[src/rtl/osd_pkg.sv]
// Shared widths, pixel/tap types and arithmetic helpers for the OSD overlay mixer.
package osd_pkg;

  localparam int PIX_W     = 24;
  localparam int CH_W      = 8;
  localparam int ALPHA_W   = 8;
  localparam int A_W       = ALPHA_W + 1;
  localparam int PROD_W    = CH_W + A_W;
  localparam int FADE_STEP = 16;

  typedef struct packed {
    logic [CH_W-1:0] r;
    logic [CH_W-1:0] g;
    logic [CH_W-1:0] b;
  } rgb_t;

  typedef struct packed {
    logic vs;
    logic hs;
    logic de;
    logic osd_de;
    rgb_t rgb;
  } vid_tap_t;

  // Maps 0..255 onto 0..256 so that 255 selects the overlay colour exactly.
  function automatic logic [A_W-1:0] eff_alpha(input logic [ALPHA_W-1:0] alpha);
    return {1'b0, alpha} + {{(A_W-1){1'b0}}, alpha[ALPHA_W-1]};
  endfunction

  function automatic logic [ALPHA_W-1:0] fade_step(input logic [ALPHA_W-1:0] cur,
                                                   input logic [ALPHA_W-1:0] tgt);
    logic [ALPHA_W-1:0] res;
    if (cur < tgt) begin
      res = ((tgt - cur) > ALPHA_W'(FADE_STEP)) ? (cur + ALPHA_W'(FADE_STEP)) : tgt;
    end else if (cur > tgt) begin
      res = ((cur - tgt) > ALPHA_W'(FADE_STEP)) ? (cur - ALPHA_W'(FADE_STEP)) : tgt;
    end else begin
      res = cur;
    end
    return res;
  endfunction

endpackage

[src/rtl/osd_blend_channel.sv]
// One colour channel of the alpha blend: weighted products, then sum and scale.
module osd_blend_channel
  import osd_pkg::*;
(
  input  logic            pixel_clk,
  input  logic            rst,
  input  logic [CH_W-1:0] osd_c,
  input  logic [CH_W-1:0] vid_c,
  input  logic [A_W-1:0]  a,
  input  logic            valid,
  output logic [CH_W-1:0] out_c
);

  logic [A_W-1:0]    a_inv_s;
  logic [PROD_W-1:0] p_r;
  logic [PROD_W-1:0] q_r;
  logic              valid_r;

  assign a_inv_s = 9'd256 - a;

  // Stage 1: overlay and video weighted by complementary alphas.
  always_ff @(posedge pixel_clk or posedge rst) begin
    if (rst) begin
      p_r     <= 17'd0;
      q_r     <= 17'd0;
      valid_r <= 1'b0;
    end else begin
      p_r     <= PROD_W'(osd_c) * PROD_W'(a);
      q_r     <= PROD_W'(vid_c) * PROD_W'(a_inv_s);
      valid_r <= valid;
    end
  end

  // Stage 2: normalise by 256; blanked pixels are forced black.
  always_ff @(posedge pixel_clk or posedge rst) begin
    if (rst) begin
      out_c <= 8'd0;
    end else if (valid_r) begin
      out_c <= CH_W'((p_r + q_r) >> 8);
    end else begin
      out_c <= 8'd0;
    end
  end

endmodule

[src/rtl/osd_overlay_mixer.sv]
// Aligns overlay colour with live video, alpha-blends, and re-emits delayed syncs.
// Optional per-frame fade in/out is enabled by defining OSD_FADE_EN.
module osd_overlay_mixer
  import osd_pkg::*;
#(
  parameter int OSD_LATENCY = 1,
  parameter int PIPE_STAGES = 2
) (
  input  logic               pixel_clk,
  input  logic               rst,
  input  logic               vs_in,
  input  logic               hs_in,
  input  logic               de_in,
  input  logic [CH_W-1:0]    r_in,
  input  logic [CH_W-1:0]    g_in,
  input  logic [CH_W-1:0]    b_in,
  input  logic               osd_de,
  input  logic [PIX_W-1:0]   osd_data,
  input  logic [ALPHA_W-1:0] osd_alpha,
  input  logic               osd_enable,
  output logic               vs_out,
  output logic               hs_out,
  output logic               de_out,
  output logic [CH_W-1:0]    r_out,
  output logic [CH_W-1:0]    g_out,
  output logic [CH_W-1:0]    b_out
);

  vid_tap_t           tap_in_s;
  vid_tap_t           tap_d_s;
  vid_tap_t           dly_r [OSD_LATENCY];
  logic [2:0]         sync_r [PIPE_STAGES];
  rgb_t               osd_rgb_s;
  logic               vs_prev_r;
  logic               vs_rise_s;
  logic               en_frame_r;
  logic               en_eff_s;
  logic [ALPHA_W-1:0] alpha_src_s;
  logic [A_W-1:0]     a_s;

  assign tap_in_s  = '{vs: vs_in, hs: hs_in, de: de_in, osd_de: osd_de,
                       rgb: '{r: r_in, g: g_in, b: b_in}};
  assign tap_d_s   = dly_r[OSD_LATENCY-1];
  assign osd_rgb_s = rgb_t'(osd_data);
  assign vs_rise_s = vs_in & ~vs_prev_r;

  // Delay video and window flag so each pixel meets its own overlay colour.
  always_ff @(posedge pixel_clk or posedge rst) begin
    if (rst) begin
      for (int i = 0; i < OSD_LATENCY; i++) dly_r[i] <= '0;
    end else begin
      dly_r[0] <= tap_in_s;
      for (int i = 1; i < OSD_LATENCY; i++) dly_r[i] <= dly_r[i-1];
    end
  end

  // Latch the overlay request once per frame on the vs rising edge.
  always_ff @(posedge pixel_clk or posedge rst) begin
    if (rst) begin
      vs_prev_r  <= 1'b0;
      en_frame_r <= 1'b0;
    end else begin
      vs_prev_r <= vs_in;
      if (vs_rise_s) en_frame_r <= osd_enable;
    end
  end

`ifdef OSD_FADE_EN
  logic [ALPHA_W-1:0] fade_r;

  // Move the fade level one step per frame toward the requested opacity.
  always_ff @(posedge pixel_clk or posedge rst) begin
    if (rst) begin
      fade_r <= 8'd0;
    end else if (vs_rise_s) begin
      fade_r <= fade_step(fade_r, osd_enable ? osd_alpha : 8'd0);
    end
  end

  // A nonzero level keeps the overlay live so a fade-out runs to completion.
  assign alpha_src_s = fade_r;
  assign en_eff_s    = en_frame_r | (fade_r != 8'd0);
`else
  assign alpha_src_s = osd_alpha;
  assign en_eff_s    = en_frame_r;
`endif

  // Effective weight of the overlay for the pixel leaving the delay line.
  always_comb begin
    a_s = 9'd0;
    if (en_eff_s && tap_d_s.osd_de) begin
      a_s = eff_alpha(alpha_src_s);
    end else begin
      a_s = 9'd0;
    end
  end

  osd_blend_channel u_blend_r (
    .pixel_clk (pixel_clk),
    .rst       (rst),
    .osd_c     (osd_rgb_s.r),
    .vid_c     (tap_d_s.rgb.r),
    .a         (a_s),
    .valid     (tap_d_s.de),
    .out_c     (r_out)
  );

  osd_blend_channel u_blend_g (
    .pixel_clk (pixel_clk),
    .rst       (rst),
    .osd_c     (osd_rgb_s.g),
    .vid_c     (tap_d_s.rgb.g),
    .a         (a_s),
    .valid     (tap_d_s.de),
    .out_c     (g_out)
  );

  osd_blend_channel u_blend_b (
    .pixel_clk (pixel_clk),
    .rst       (rst),
    .osd_c     (osd_rgb_s.b),
    .vid_c     (tap_d_s.rgb.b),
    .a         (a_s),
    .valid     (tap_d_s.de),
    .out_c     (b_out)
  );

  // Syncs follow the blend pipeline; PIPE_STAGES must equal the blend depth.
  always_ff @(posedge pixel_clk or posedge rst) begin
    if (rst) begin
      for (int i = 0; i < PIPE_STAGES; i++) sync_r[i] <= 3'b000;
    end else begin
      sync_r[0] <= {tap_d_s.vs, tap_d_s.hs, tap_d_s.de};
      for (int i = 1; i < PIPE_STAGES; i++) sync_r[i] <= sync_r[i-1];
    end
  end

  assign {vs_out, hs_out, de_out} = sync_r[PIPE_STAGES-1];

endmodule

[config.mk]
export PLATFORM = sky130hd
export DESIGN_NAME = osd_overlay_mixer
export DESIGN_NICKNAME = d
export VERILOG_FILES = /design/src/rtl/osd_pkg.sv /design/src/rtl/osd_blend_channel.sv /design/src/rtl/osd_overlay_mixer.sv
export SDC_FILE = /design/constraint.sdc
export NUM_CORES = 1
export LEC_CHECK = 0
export ABC_CLOCK_PERIOD_IN_PS = 6760
export CORE_MARGIN = 1.5
export CORE_UTILIZATION = 50
export CTS_BUF_LIST = sky130_fd_sc_hd__clkbuf_8 sky130_fd_sc_hd__clkbuf_16
export DETAILED_ROUTE_END_ITERATION = 12
export PLACE_DENSITY_LB_ADDON = 0.05
export RECOVER_POWER = 50
export SLEW_MARGIN = 20
export SYNTH_ARGS = -nofsm -noshare
export SYNTH_HDL_FRONTEND = slang
export SYNTH_SLANG_ARGS = --single-unit
[constraint.sdc]
create_clock -name pixel_clk -period 6.76 [get_ports pixel_clk]
set_input_delay 1.352 -clock pixel_clk [delete_from_list [all_inputs] [get_ports pixel_clk]]
set_output_delay 1.352 -clock pixel_clk [all_outputs]
set_load 0.03 [all_outputs]
==> flow_summary.toml <==
[route]
dr.pass1.iters = 4
drc = 0
num_vias = 13870
wire_per_inst_um = 15.98
ant_nets = 0
routed_wl_mm = 43.65
initialDrtViolationCount = 555
viasPerCell = 5.075

[min_path]
hold_path_end = "sync_r[3]$_DFF_PP0_"
worstHoldPathCells = 0
hp-start = "dly_r[25]$_DFF_PP0_"
min_path_type = "reg2reg"

[floorplanning]
fp.coreArea_sq_um = 37670
die_y_um = 198.4
die_x_um = 198.4
ios = 90
rows = 71
start_util_pct = 50.70
die-area_sq_um = 39380

[setup_path]
critPathMaxStageDelay_ns = 0.54
r2r_setup_slack_ns = 1.15
required_ns = 7.08
arrival_ns = 6.88
reg2regPathDepth = 20
startpoint_type = "input port"
crit_family = "adder cells"
cp_max_fo = 5
timing.rr.end = "u_blend_g.q_r[15]$_DFF_PP0_"
worstReg2RegStart = "en_eff_s$_DFFE_PP0P_"
crit_path_end_kind = "flip-flop"
cp_num_buf_inv = 7
crit_path_top_delay_cell = "clkdlybuf4s50_1"
path_common_cell = "fa_1"
cp_cell_sequence = "clkdlybuf4s50_1 > buf_4 > nand3_2 > xor2_2 > nor2_2 > buf_6 > buf_4 > nor2b_4 > xnor2_4 > buf_12 > buf_4 > nand2_1 > fa_1 > fa_1 > fa_1 > fa_1 > inv_2 > ha_4 > a21boi_1 > o41a_1 > a41o_1 > o41ai_2 > xnor2_1"
critPathKind = "in2reg"

[placed_design]
post_dp_cell_area_sq_um = 21700
hpwl_mm = 34.86
port_buffers = 89
gp_congestion = 0.8277
dp.cells = 2681

[sta]
fin_crit_sh_pct = 97.05
fmaxAchievable_ghz = 0.1524
post-route-min-period_ns = 6.560
relSlewSlack_pct = -120.4
setup_viol = 0
skew_ns = 0.009719
tightest_slew_ns = 3.289
drv_slew = 113
hold_viol = 0

[cts]
cts_root_buf = "clkbuf_16"
cts_tree = "done"
numCtsBuffers = 17
cts_hold_buf = 0
clockBufferDepth = 2
htree_levels = 4
cts_num_sinks = 155
cts.clk_slew.worst_paths_ns = 0.07
worst_skew_pair.late_latency_ns = 0.44

[yosys]
synth.yosys.warnings = 0
synth_edf_count = 0
synthCells = 1987
synth.area.top_cells = "fa_1, dfrtp_1, ha_1"
synth-simple-area-share_pct = 17.81
ys_types = 59
synth_compound_gate_area_share_pct = 6.080
synth-xor-area-share_pct = 5.169
synth_top_area_cell = "fa_1"
synth_area_sq_um = 19100
yosys-mux-area-fraction_pct = 0.3800
yosysTopAreaCellShare_pct = 25.79
syn_nets = 2551
ys_async_sr_fraction_pct = 100.0
synthAdderAreaFrac_pct = 42.49
synth_top_family_by_area = "adder cells"
syn_area_per_cell_sq_um = 9.612
ys_seq_area_share_pct = 20.31
synth-seq-cells = 155
synthFlopType = "dfrtp_1"

[grt]
grt.total_usage_pct = 23.60
first_global_vias = 14520
gr-total-overflow = 0
antenna_found_initial = 3
grt_pass1_wl_mm = 71.99
grt_max_degree = 74

[layout]
final_nets = 2770
post_route_cells_drive_above_1_share_pct = 11.58
final_cell_area_sq_um = 22630
final_common_cell = "inv_1"
stdcell_count = 2732
area_growth_pct = 18.49
layout_common_cells = "inv_1, and2_1, ha_1"

[outcome]
violations = "max-capacitance violations, max-slew violations"
status = "finished, violations left"

[power_and_ir_drop]
p_leak_nw = 11.60
peakVddDrop_v = 0.0003733
p_per_area_nw_per_um2 = 362.7

[job]
max_cap_viol_count = 2
registers in the layout, summed over array words and instances, names as in the netlist, 3 cells and up:
signal           cells
u_blend_b.out_c      8
u_blend_r.out_c      8
sync_r               3
u_blend_r.p_r       16
dly_r               27
u_blend_g.p_r       16
u_blend_b.p_r       16
u_blend_b.q_r       16
u_blend_g.q_r       16
u_blend_g.out_c      8
u_blend_r.q_r       16
worst reg2reg max path, delay by kind of cell (launching register included):
kind | cells | cell delay [ns]
flip-flops | 1 | 0.40
adder cells (fa/ha/maj) | 5 | 1.93
AND/OR/NAND/NOR | 5 | 0.96
XOR/XNOR | 2 | 0.49
AO/OA/AOI/OAI | 5 | 1.28
buffers and inverters | 3 | 0.44
how the worst max path moves through the flow:
stage	cells past startpoint	end	slack [ns]	from
after global routing	25	u_blend_r.q_r[15]$_DFF_PP0_	-0.02	osd_alpha[1]
after CTS	21	u_blend_r.q_r[15]$_DFF_PP0_	0.01	osd_alpha[7]
final	23	u_blend_g.q_r[15]$_DFF_PP0_	0.20	osd_alpha[1]
after detailed placement	21	u_blend_r.q_r[15]$_DFF_PP0_	-0.47	osd_alpha[7]
after global placement	23	u_blend_r.q_r[15]$_DFF_PP0_	-0.36	osd_alpha[7]
after floorplan	25	u_blend_r.q_r[15]$_DFF_PP0_	0.03	osd_alpha[0]
cell families (layout without fill, tap and decap cells):
family,count (synthesis),in the layout
compound gates,161,161
xor+xnor,111,111
fa+ha+maj,501,501
buf+inv,391,623
flops,155,155
mux,7,7
other cells,0,2
simple gates,661,661
cell usage after synthesis, types with 8 or more instances:
master / n
a21o_1: 8
a21oi_1: 37
and2_1: 260
buf_1: 10
buf_2: 9
clkbuf_1: 33
dfrtp_1: 155
fa_1: 246
ha_1: 255
inv_1: 338
nand2_1: 188
nand3_1: 19
nor2_1: 87
nor2b_1: 34
nor3_1: 32
o21a_1: 16
o21ai_0: 19
or3_1: 10
xnor2_1: 87
xor2_1: 22
through the flow:
step / worst slack, ns / TNS, ns / util [%] / power [W] / hold WS, ns
5_1_grt: -0.02246 / -0.03554 / 60.08 / 0.009089 / 0.3725
3_3_place_gp: -0.3608 / -4.230 / 57.62 / 0.007062 / 0.3323
3_5_place_dp: -0.4678 / -6.188 / 57.62 / 0.007145 / 0.3358
2_1_floorplan: 0.03317 / 0 / - / 0.005155 / 0.3312
4_1_cts: 0.01366 / 0 / 59.08 / 0.008130 / 0.3495
6_report: 0.1995 / 0 / 60.08 / 0.008208 / 0.3470
layer usage:
metal,global-route usage [%],up-vias,wire length (um)
met3,3.069,39,976
li1,-,6658,-
met5,0,-,11
met2,40.92,163,21810
met4,6.341,2,714
met1,31.11,7004,20140
power breakdown:
part	total, W	switching [W]	internal, W	leakage [nW]
clock	0.000908	0.000421	0.000487	0.269
sequential	0.00139	0.000151	0.00124	1.93
combinational	0.00591	0.00300	0.00291	9.41
final cells by class:
type / count / area, sq um
fillers: 3360 / 15040
multi-input cells: 1441 / 14060
flip-flops and latches: 155 / 3879
repair buffers: 253 / 2228
inverters: 338 / 1270
well taps: 511 / 639.4
clock buffers: 18 / 439.2
clock inverters: 14 / 111.4
diodes: 2 / 5.005
timing repair:
action | in CTS | in global routing
setup buffers | 0 | 16
setup endpoints to repair | 0 | 16
resized for setup | 0 | 46
No activity file was read; power rests on OpenSTA's default activity.
